===== config.mk =====
export PLATFORM = sky130hd
export DESIGN_NAME = fft_out_serializer_flat
export DESIGN_NICKNAME = d
export VERILOG_FILES = /design/src/rtl/fft_out_serializer_if.sv /design/src/rtl/fft_out_serializer.sv /design/src/flat_wrapper.sv
export SDC_FILE = /design/constraint.sdc
export NUM_CORES = 2
export LEC_CHECK = 0
export BUFFER_PORTS_ARGS = -buffer_cell sky130_fd_sc_hd__clkbuf_2
export CAP_MARGIN = 20
export CORE_AREA = 2 2 415 417
export CTS_BUF_LIST = sky130_fd_sc_hd__clkbuf_4 sky130_fd_sc_hd__clkbuf_8 sky130_fd_sc_hd__clkbuf_16
export CTS_CLUSTER_SIZE = 30
export DETAILED_ROUTE_END_ITERATION = 8
export DIE_AREA = 0 0 417 419
export PLACE_DENSITY = 0.51
export SYNTH_ARGS = -nofsm -noshare
export SYNTH_HDL_FRONTEND = slang
export SYNTH_SLANG_ARGS = --single-unit

===== constraint.sdc =====
create_clock -name clk -period 3.43 [get_ports clk]
set_clock_uncertainty 0.05 [all_clocks]
set_input_delay 0.343 -clock clk [delete_from_list [all_inputs] [get_ports clk]]
set_output_delay 0.343 -clock clk [all_outputs]
set_load 0.02 [all_outputs]

===== src/rtl/fft_out_serializer_if.sv =====
// Handshake bundle between an FFT stage and its output serializer:
// a parallel 32-word frame on the load side and a serial word stream out.
interface fft_out_serializer_if #(
  parameter int bits = 16
);
  logic [2*bits-1:0] in0,  in1,  in2,  in3,  in4,  in5,  in6,  in7;
  logic [2*bits-1:0] in8,  in9,  in10, in11, in12, in13, in14, in15;
  logic [2*bits-1:0] in16, in17, in18, in19, in20, in21, in22, in23;
  logic [2*bits-1:0] in24, in25, in26, in27, in28, in29, in30, in31;
  logic              load_valid;
  logic              load_ready;
  logic              bitrev;
  logic [2*bits-1:0] out_data;
  logic [4:0]        out_index;
  logic              out_valid;
  logic              out_ready;
  logic              out_last;
  logic [7:0]        frame_count;

  modport master (
    output in0,  in1,  in2,  in3,  in4,  in5,  in6,  in7,
           in8,  in9,  in10, in11, in12, in13, in14, in15,
           in16, in17, in18, in19, in20, in21, in22, in23,
           in24, in25, in26, in27, in28, in29, in30, in31,
           load_valid, bitrev, out_ready,
    input  load_ready, out_data, out_index, out_valid, out_last, frame_count
  );

  modport slave (
    input  in0,  in1,  in2,  in3,  in4,  in5,  in6,  in7,
           in8,  in9,  in10, in11, in12, in13, in14, in15,
           in16, in17, in18, in19, in20, in21, in22, in23,
           in24, in25, in26, in27, in28, in29, in30, in31,
           load_valid, bitrev, out_ready,
    output load_ready, out_data, out_index, out_valid, out_last, frame_count
  );
endinterface


===== src/rtl/fft_out_serializer.sv =====
// Captures a 32-point FFT frame in parallel and streams it out one word per
// cycle, in natural or bit-reversed index order, with zero-bubble reload.
module fft_out_serializer #(
  parameter int fix_bit = 7,
  parameter int bits    = 16
) (
  input  logic                  clk,
  input  logic                  reset,
  fft_out_serializer_if.slave   bus
);
  localparam int W = 2 * bits;

  // The binary point is only carried through; it must still lie inside a half-word.
  if (fix_bit < 0 || fix_bit >= bits) begin : g_bad_fix_bit
    $error("fix_bit must be in [0, bits-1]");
  end

  typedef enum logic {IDLE, SEND} state_t;

  state_t         state_q;
  logic [4:0]     cnt_q;
  logic [W-1:0]   buf_q [32];
  logic           bitrev_q;
  logic [7:0]     frame_count_q;
  logic [W-1:0]   out_data_q;
  logic [4:0]     out_index_q;
  logic           out_valid_q;
  logic           out_last_q;

  logic [W-1:0]   in_frame [32];
  logic [4:0]     cnt_d;
  logic [4:0]     idx_d;
  logic           load;
  logic           xfer;
  logic           frame_end;

  assign in_frame[0]  = bus.in0;  assign in_frame[1]  = bus.in1;
  assign in_frame[2]  = bus.in2;  assign in_frame[3]  = bus.in3;
  assign in_frame[4]  = bus.in4;  assign in_frame[5]  = bus.in5;
  assign in_frame[6]  = bus.in6;  assign in_frame[7]  = bus.in7;
  assign in_frame[8]  = bus.in8;  assign in_frame[9]  = bus.in9;
  assign in_frame[10] = bus.in10; assign in_frame[11] = bus.in11;
  assign in_frame[12] = bus.in12; assign in_frame[13] = bus.in13;
  assign in_frame[14] = bus.in14; assign in_frame[15] = bus.in15;
  assign in_frame[16] = bus.in16; assign in_frame[17] = bus.in17;
  assign in_frame[18] = bus.in18; assign in_frame[19] = bus.in19;
  assign in_frame[20] = bus.in20; assign in_frame[21] = bus.in21;
  assign in_frame[22] = bus.in22; assign in_frame[23] = bus.in23;
  assign in_frame[24] = bus.in24; assign in_frame[25] = bus.in25;
  assign in_frame[26] = bus.in26; assign in_frame[27] = bus.in27;
  assign in_frame[28] = bus.in28; assign in_frame[29] = bus.in29;
  assign in_frame[30] = bus.in30; assign in_frame[31] = bus.in31;

  function automatic logic [4:0] rev5(input logic [4:0] c);
    return {c[0], c[1], c[2], c[3], c[4]};
  endfunction

  // Accepting on the last word's transfer edge is what makes back-to-back frames gapless.
  assign bus.load_ready = reset &&
                          ((state_q == IDLE) || (cnt_q == 5'd31 && bus.out_ready));
  assign load      = bus.load_valid && bus.load_ready;
  assign xfer      = (state_q == SEND) && bus.out_ready;
  assign frame_end = xfer && (cnt_q == 5'd31);
  assign cnt_d     = cnt_q + 5'd1;
  assign idx_d     = bitrev_q ? rev5(cnt_d) : cnt_d;

  always_ff @(posedge clk or negedge reset) begin
    if (!reset) begin
      state_q       <= IDLE;
      cnt_q         <= '0;
      bitrev_q      <= 1'b0;
      frame_count_q <= '0;
      out_data_q    <= '0;
      out_index_q   <= '0;
      out_valid_q   <= 1'b0;
      out_last_q    <= 1'b0;
      // NOTE: the frame buffer is cleared on reset so a stale frame can never leak out after an abort.
      for (int i = 0; i < 32; i++) buf_q[i] <= '0;
    end else begin
      if (frame_end) frame_count_q <= frame_count_q + 8'd1;

      if (load) begin
        // Index 0 is its own bit reversal, so the first word is the same in both orders.
        state_q     <= SEND;
        buf_q       <= in_frame;
        bitrev_q    <= bus.bitrev;
        cnt_q       <= '0;
        out_data_q  <= in_frame[0];
        out_index_q <= '0;
        out_valid_q <= 1'b1;
        out_last_q  <= 1'b0;
      end else if (frame_end) begin
        state_q     <= IDLE;
        out_valid_q <= 1'b0;
        out_last_q  <= 1'b0;
      end else if (xfer) begin
        cnt_q       <= cnt_d;
        out_index_q <= idx_d;
        out_data_q  <= buf_q[idx_d];
        out_last_q  <= (cnt_d == 5'd31);
      end
    end
  end

  assign bus.out_data    = out_data_q;
  assign bus.out_index   = out_index_q;
  assign bus.out_valid   = out_valid_q;
  assign bus.out_last    = out_last_q;
  assign bus.frame_count = frame_count_q;
endmodule


===== src/flat_wrapper.sv =====
// flat-port wrapper written by rule: the top's interface ports become plain ports
module fft_out_serializer_flat 
#(
  parameter int fix_bit = 7,
  parameter int bits    = 16
)
  (clk, reset, bus_in0, bus_in1, bus_in2, bus_in3, bus_in4, bus_in5, bus_in6, bus_in7, bus_in8, bus_in9, bus_in10, bus_in11, bus_in12, bus_in13, bus_in14, bus_in15, bus_in16, bus_in17, bus_in18, bus_in19, bus_in20, bus_in21, bus_in22, bus_in23, bus_in24, bus_in25, bus_in26, bus_in27, bus_in28, bus_in29, bus_in30, bus_in31, bus_load_valid, bus_bitrev, bus_out_ready, bus_load_ready, bus_out_data, bus_out_index, bus_out_valid, bus_out_last, bus_frame_count);
  fft_out_serializer_if #(.bits(bits)) bus_i ();
  input  logic clk;
  input  logic reset;
  input wire logic [$bits(bus_i.in0)-1:0] bus_in0;
  input wire logic [$bits(bus_i.in1)-1:0] bus_in1;
  input wire logic [$bits(bus_i.in2)-1:0] bus_in2;
  input wire logic [$bits(bus_i.in3)-1:0] bus_in3;
  input wire logic [$bits(bus_i.in4)-1:0] bus_in4;
  input wire logic [$bits(bus_i.in5)-1:0] bus_in5;
  input wire logic [$bits(bus_i.in6)-1:0] bus_in6;
  input wire logic [$bits(bus_i.in7)-1:0] bus_in7;
  input wire logic [$bits(bus_i.in8)-1:0] bus_in8;
  input wire logic [$bits(bus_i.in9)-1:0] bus_in9;
  input wire logic [$bits(bus_i.in10)-1:0] bus_in10;
  input wire logic [$bits(bus_i.in11)-1:0] bus_in11;
  input wire logic [$bits(bus_i.in12)-1:0] bus_in12;
  input wire logic [$bits(bus_i.in13)-1:0] bus_in13;
  input wire logic [$bits(bus_i.in14)-1:0] bus_in14;
  input wire logic [$bits(bus_i.in15)-1:0] bus_in15;
  input wire logic [$bits(bus_i.in16)-1:0] bus_in16;
  input wire logic [$bits(bus_i.in17)-1:0] bus_in17;
  input wire logic [$bits(bus_i.in18)-1:0] bus_in18;
  input wire logic [$bits(bus_i.in19)-1:0] bus_in19;
  input wire logic [$bits(bus_i.in20)-1:0] bus_in20;
  input wire logic [$bits(bus_i.in21)-1:0] bus_in21;
  input wire logic [$bits(bus_i.in22)-1:0] bus_in22;
  input wire logic [$bits(bus_i.in23)-1:0] bus_in23;
  input wire logic [$bits(bus_i.in24)-1:0] bus_in24;
  input wire logic [$bits(bus_i.in25)-1:0] bus_in25;
  input wire logic [$bits(bus_i.in26)-1:0] bus_in26;
  input wire logic [$bits(bus_i.in27)-1:0] bus_in27;
  input wire logic [$bits(bus_i.in28)-1:0] bus_in28;
  input wire logic [$bits(bus_i.in29)-1:0] bus_in29;
  input wire logic [$bits(bus_i.in30)-1:0] bus_in30;
  input wire logic [$bits(bus_i.in31)-1:0] bus_in31;
  input wire logic [$bits(bus_i.load_valid)-1:0] bus_load_valid;
  input wire logic [$bits(bus_i.bitrev)-1:0] bus_bitrev;
  input wire logic [$bits(bus_i.out_ready)-1:0] bus_out_ready;
  output wire logic [$bits(bus_i.load_ready)-1:0] bus_load_ready;
  output wire logic [$bits(bus_i.out_data)-1:0] bus_out_data;
  output wire logic [$bits(bus_i.out_index)-1:0] bus_out_index;
  output wire logic [$bits(bus_i.out_valid)-1:0] bus_out_valid;
  output wire logic [$bits(bus_i.out_last)-1:0] bus_out_last;
  output wire logic [$bits(bus_i.frame_count)-1:0] bus_frame_count;
  assign bus_i.in0 = bus_in0;
  assign bus_i.in1 = bus_in1;
  assign bus_i.in2 = bus_in2;
  assign bus_i.in3 = bus_in3;
  assign bus_i.in4 = bus_in4;
  assign bus_i.in5 = bus_in5;
  assign bus_i.in6 = bus_in6;
  assign bus_i.in7 = bus_in7;
  assign bus_i.in8 = bus_in8;
  assign bus_i.in9 = bus_in9;
  assign bus_i.in10 = bus_in10;
  assign bus_i.in11 = bus_in11;
  assign bus_i.in12 = bus_in12;
  assign bus_i.in13 = bus_in13;
  assign bus_i.in14 = bus_in14;
  assign bus_i.in15 = bus_in15;
  assign bus_i.in16 = bus_in16;
  assign bus_i.in17 = bus_in17;
  assign bus_i.in18 = bus_in18;
  assign bus_i.in19 = bus_in19;
  assign bus_i.in20 = bus_in20;
  assign bus_i.in21 = bus_in21;
  assign bus_i.in22 = bus_in22;
  assign bus_i.in23 = bus_in23;
  assign bus_i.in24 = bus_in24;
  assign bus_i.in25 = bus_in25;
  assign bus_i.in26 = bus_in26;
  assign bus_i.in27 = bus_in27;
  assign bus_i.in28 = bus_in28;
  assign bus_i.in29 = bus_in29;
  assign bus_i.in30 = bus_in30;
  assign bus_i.in31 = bus_in31;
  assign bus_i.load_valid = bus_load_valid;
  assign bus_i.bitrev = bus_bitrev;
  assign bus_i.out_ready = bus_out_ready;
  assign bus_load_ready = bus_i.load_ready;
  assign bus_out_data = bus_i.out_data;
  assign bus_out_index = bus_i.out_index;
  assign bus_out_valid = bus_i.out_valid;
  assign bus_out_last = bus_i.out_last;
  assign bus_frame_count = bus_i.frame_count;
  fft_out_serializer #(.fix_bit(fix_bit), .bits(bits)) u_core (.clk(clk), .reset(reset), .bus(bus_i));
endmodule

Word level (Yosys, flattened, before mapping)
Index checks and enable logic that the tools add are counted.
W data, S select, Z words.
- input bits: 1029
- output and inout port bits: 48
- register bits: 1077
- word-level logic and storage cells: 75
- order comparisons: 1
- reduce and logical (&&, ||, !) cells: 10
- $add $sub $neg: 2
- mux-type cells: 18
- equal/unequal tests: 3
- bitwise logic cells: 2
- operator list (operator ; count):
    $bmux W32 S5 ; 1
    $mux W32 ; 5
    $mux W5 ; 7
    $eq A5 B5 Y1 const B ; 2
    $add A8 B1 Y8 const B ; 1
    $ge A6 B6 Y1 const B ; 1
    $not A5 Y6 ; 1
    $add A5 B1 Y5 const B ; 1
    $logic_and A1 B1 Y1 ; 5
    $mux W1 ; 5
    $reduce_bool A2 Y1 ; 2
    $reduce_bool A3 Y1 ; 1
    $ne A2 B1 Y1 const B ; 1
    $reduce_and A2 Y1 ; 1
    $logic_or A1 B1 Y1 ; 1
    $not A1 Y1 ; 1

Logic depth before layout (Yosys ltp)
- depth after elaboration: 9
- gate-level depth with buffers: 13
- gate-level depth less buffers: 9

Least setup slack after synthesis
OpenSTA, ideal clock, no wires.
- path kind: reg-to-reg
- start: reg u_core.cnt_q[0]
- end: reg u_core.out_data_q[1], in the netlist u_core.bus.out_data[1]
- cell stages (with the launch flop): 11
- period minus slack after synthesis: 3.065 ns
- path buffers: 1
- arrival: 2.884 ns
- setup slack: 0.365 ns
- data required time: 3.249 ns
- setup time: 0.131 ns
- cell sequence: dfrtp_1 -> ha_1 -> and3_1 -> ha_1 -> a21oi_1 -> buf_1 -> mux4_2 -> nand2_1 -> nand3_1 -> nand3_1 -> nand3_1
- word-level cells in the longest chain between the ends: 9
- elaborated cells on any way between the ends: 18
- classes of those cells: add/sub: 1; eq/ne: 2; mux: 7; bitwise: 1; reduce/logical: 7
- ends and longest elaborated chain (what ; line ; text):
    from (decl) ; fft_out_serializer.sv:21 ; logic [4:0] cnt_q;
    from (signal assigned) ; fft_out_serializer.sv:97 ; cnt_q <= cnt_d;
    $add A5 B1 Y5 ; fft_out_serializer.sv:64 ; assign cnt_d = cnt_q + 5'd1;
    $mux W5 ; fft_out_serializer.sv:65 ; assign idx_d = bitrev_q ? rev5(cnt_d) : cnt_d;
    $not A5 Y6 (implied by the code) ; fft_out_serializer.sv:99 ; out_data_q <= buf_q[idx_d];
    $bmux W32 S5 ; fft_out_serializer.sv:99 ;
    $mux W32 (implied by the code) (2 in series) ; fft_out_serializer.sv:99 ;
    $mux W32 ; fft_out_serializer.sv:96 ; end else if (xfer) begin
    $mux W32 ; fft_out_serializer.sv:92 ; end else if (frame_end) begin
    $mux W32 ; fft_out_serializer.sv:82 ; if (load) begin
    to (signal assigned) ; fft_out_serializer.sv:88 ; out_data_q <= in_frame[0];
    to (signal assigned) ; fft_out_serializer.sv:99 ;
    to (decl) ; fft_out_serializer.sv:25 ; logic [W-1:0] out_data_q;
Parallel ways exist; a longest one is shown, timed or not. The select of a mux whose other input is x is not followed.
A chain may end at the register's enable or synchronous reset.

Final worst setup path
- start: reg u_core.cnt_q[1]
- end: reg u_core.out_data_q[15], in the netlist u_core.bus.out_data[15]
Same word-level chain as after synthesis.

==> out/results.txt <==
Power, Total - 51.7 mW
routed via count - 41700
net count after synthesis - 4903
ys flop type - dfrtp_1
Slew @ Worst Pin - 1110 ps
worst setup path endpoint - u_core.bus.out_data[15]
routability congestion estimate - 0.913
Area Overhead vs Synth - 50.2%
largest net degree at the start of global routing - 176
top-count cell post-synth - dfrtp_1
leading cell types by count after synthesis - dfrtp_1 (1076), mux2_2 (1026), nand2_1 (641), nand3_1 (294), clkbuf_1 (196)
mux cell area share after synthesis - 29.1%
Worst slew margin - 26.3%
CTS Buf Count - 133
failing checks - negative setup slack
synthesized cell area - 48600 um2
Die Y-Extent - 419 um
pwr dens - 708 nW/um2
final setup fails - 1
Post-synth EDFFs - 0
Rows - 152
layout cell share with drive strength beyond 1 - 43.5%
Yosys top cell area share - 55.4%
Layout Cells excl Fill - 8434
first-pass GRT wire length - 328000 um
Hold Path Class - input port to asynchronous set/reset pin
worst hold slack - 133 ps
WS Path Type - flip-flop to flip-flop
synth top area cells - dfrtp_1 (55%), mux2_2 (24%), nand2_1 (5.0%)
nets@finish - 7050
Ys Warns - 0
Placed Cells - 7082
CTS sink cnt - 1076
Clock Path Buffers - 3
FF+latch count, synth - 1076
htree depth - 4
crit path launch - u_core.cnt_q[1]
Max VDD drop - 0.668 mV
Fin. Hold Viols - 0
R2R cell count - 11
ANT nets after route - 0
simple-gate share of the synthesized area - 9.00%
startpoint types - flip-flop
DRC viols - 0
Reg2Reg Setup Slack - -2 ps
Lkg Pwr - 33.3 nW
vias per std cell - 4.94
FFs w/ async S/R, synth - 100%
WP data arrival - 4070 ps
final core area utilization - 42.8%
# port buffers - 1076
Worst EP required - 4070 ps
Post-Place Worst Slack - -385 ps
Max Cap Violations - 0
crit end category - flip-flop
Compound-Gate Fraction of Synth Area - 3.79%
die span in x - 417 um
Initial Util - 28.5%
Tot GR Track Use - 26.4%
Max Clk Rate - 291 MHz
Core ar. - 171000 um2
post-DP HPWL - 174000 um
TritonCTS clock tree - built
Max FO, Critical Path - 18
Remaining Overflow, GRT - 0
largest family of logic cells by synthesized area - multiplexers
Routed Wire Length - 234000 um
Synth Area in Adders - 0.103%
synth unique cells - 42
drt pass-1 iters - 7
Final min period - 3430 ps
setup TNS - -1.66 ps
Die Area - 175000 um2
Yosys top cell by area - dfrtp_1
status - finished with violations
Final Cell Area - 73000 um2
Mapped Cells - 3870
worst r2r src - u_core.cnt_q[1]
I/O pin total - 1077
final worst slack - -1.66 ps
Final Max Tran Viols - 0
CTS root buf - clkbuf_16
Placement Cell Area - 58000 um2
Seq/Total Area, Yosys - 55.4%
clk_lat worst skew - 800 ps
worst reg2reg endpoint - u_core.bus.out_data[15]
final period utilization - 100%
Post-Synth XOR/XNOR Area - 0.214%
wire per inst - 27.8 um
mean area per synthesized cell - 12.6 um2
initial antenna violation count - 113
Worst-path clk slew - 60 ps
vias in the first global route - 44300
DRT iter0 DRCs - 3081
==> worst min-delay path by stage <==
| stage | startpoint | end | slack, ps |
|---|---|---|---|
| 2_1_floorplan | reset | u_core.bitrev_q | -3 |
| 3_3_place_gp | reset | u_core.buf_q[794] | 160 |
| 6_report | reset | u_core.bus.out_data[20] | 130 |
| 3_5_place_dp | reset | u_core.buf_q[933] | 160 |
| 5_1_grt | reset | u_core.bus.out_data[20] | 150 |
| 4_1_cts | reset | u_core.bus.out_data[20] | 140 |
==> power breakdown <==
part	leakage (nW)	switching, mW	total (mW)	internal (mW)
combinational	17.6	12.4	20.7	8.33
sequential	13.5	1.64	16.7	15.1
clock	2.19	5.91	14.3	8.37
total	33.3	19.9	51.7	31.8
==> worst max-delay path: stages (launching register included) <==
cell and delay [ps]:
dfrtp_1 430, ha_1 220, and3_1 180, ha_1 370, a21o_4 320, buf_12 180
buf_12 170, nand3_1 70, a21oi_1 120, nor3_2 710, o21ai_0 310, o211ai_1 160
==> metal layers <==
metal | routed length [um] | global-route usage (%)
met5 | 261 | 0.361
met1 | 95000 | 32.3
met4 | 13600 | 14.2
met3 | 12600 | 5.38
met2 | 113000 | 43.6
==> cell families after synthesis <==
logic type,count (synthesis)
adders and majority gates,4
muxes,1164
AOI/OAI and AO/OA,311
DFF,1076
xor gates and xnor gates,11
buffers and inverters,284
and+or+nand+nor,1020
==> layout by cell type, fill, tap and decap left out, drive strengths merged, types with 6 or more instances in the layout <==
master and count:
mux2i 42, o2bb2ai 17, mux2 1026, a22oi 32
buf 186, mux4 96, or3 45, dfrtp 1076
nor3 17, diode 87, o211ai 21, clkinv 26
a21oi 165, dlygate4sd3 1029, o22ai 9, clkinvlp 6
a2111oi 15, clkbuf 1265, nor2 8, inv 11
o21ai 43, nand2 641, xnor2 7, nand3 295
==> repair_timing <==
| action | CTS | global route |
|---|---|---|
| resized for setup | 10 | 6 |
| pin swaps | 1 | 0 |
| cloned | 1 | 0 |
| setup buffers | 1 | 2 |
| hold buffers | 1029 | 0 |
| hold endpoints to repair | 1294 | 0 |
| setup endpoints to repair | 8 | 8 |
==> registers in the layout, summed over array words and instances (netlist names) <==
| name | count |
|---|---|
| u_core.bus.out_last | 1 |
| u_core.cnt_q | 4 |
| u_core.state_q | 1 |
| u_core.buf_q | 1024 |
| u_core.bus.out_index | 5 |
| u_core.bitrev_q | 1 |
| u_core.bus.frame_count | 8 |
| u_core.bus.out_data | 32 |
==> cell type report <==
| class | instances | area (um2) |
|---|---|---|
| diodes | 87 | 218 |
| well taps | 2233 | 2790 |
| repair buffers | 2291 | 17900 |
| clock buffers | 190 | 3970 |
| fillers | 15900 | 97600 |
| clock inverters | 42 | 412 |
| flip-flops and latches | 1076 | 26900 |
| inverters | 5 | 18.8 |
| multi-input cells | 2510 | 20800 |
Note: power is estimated with default switching activity, not from simulation.
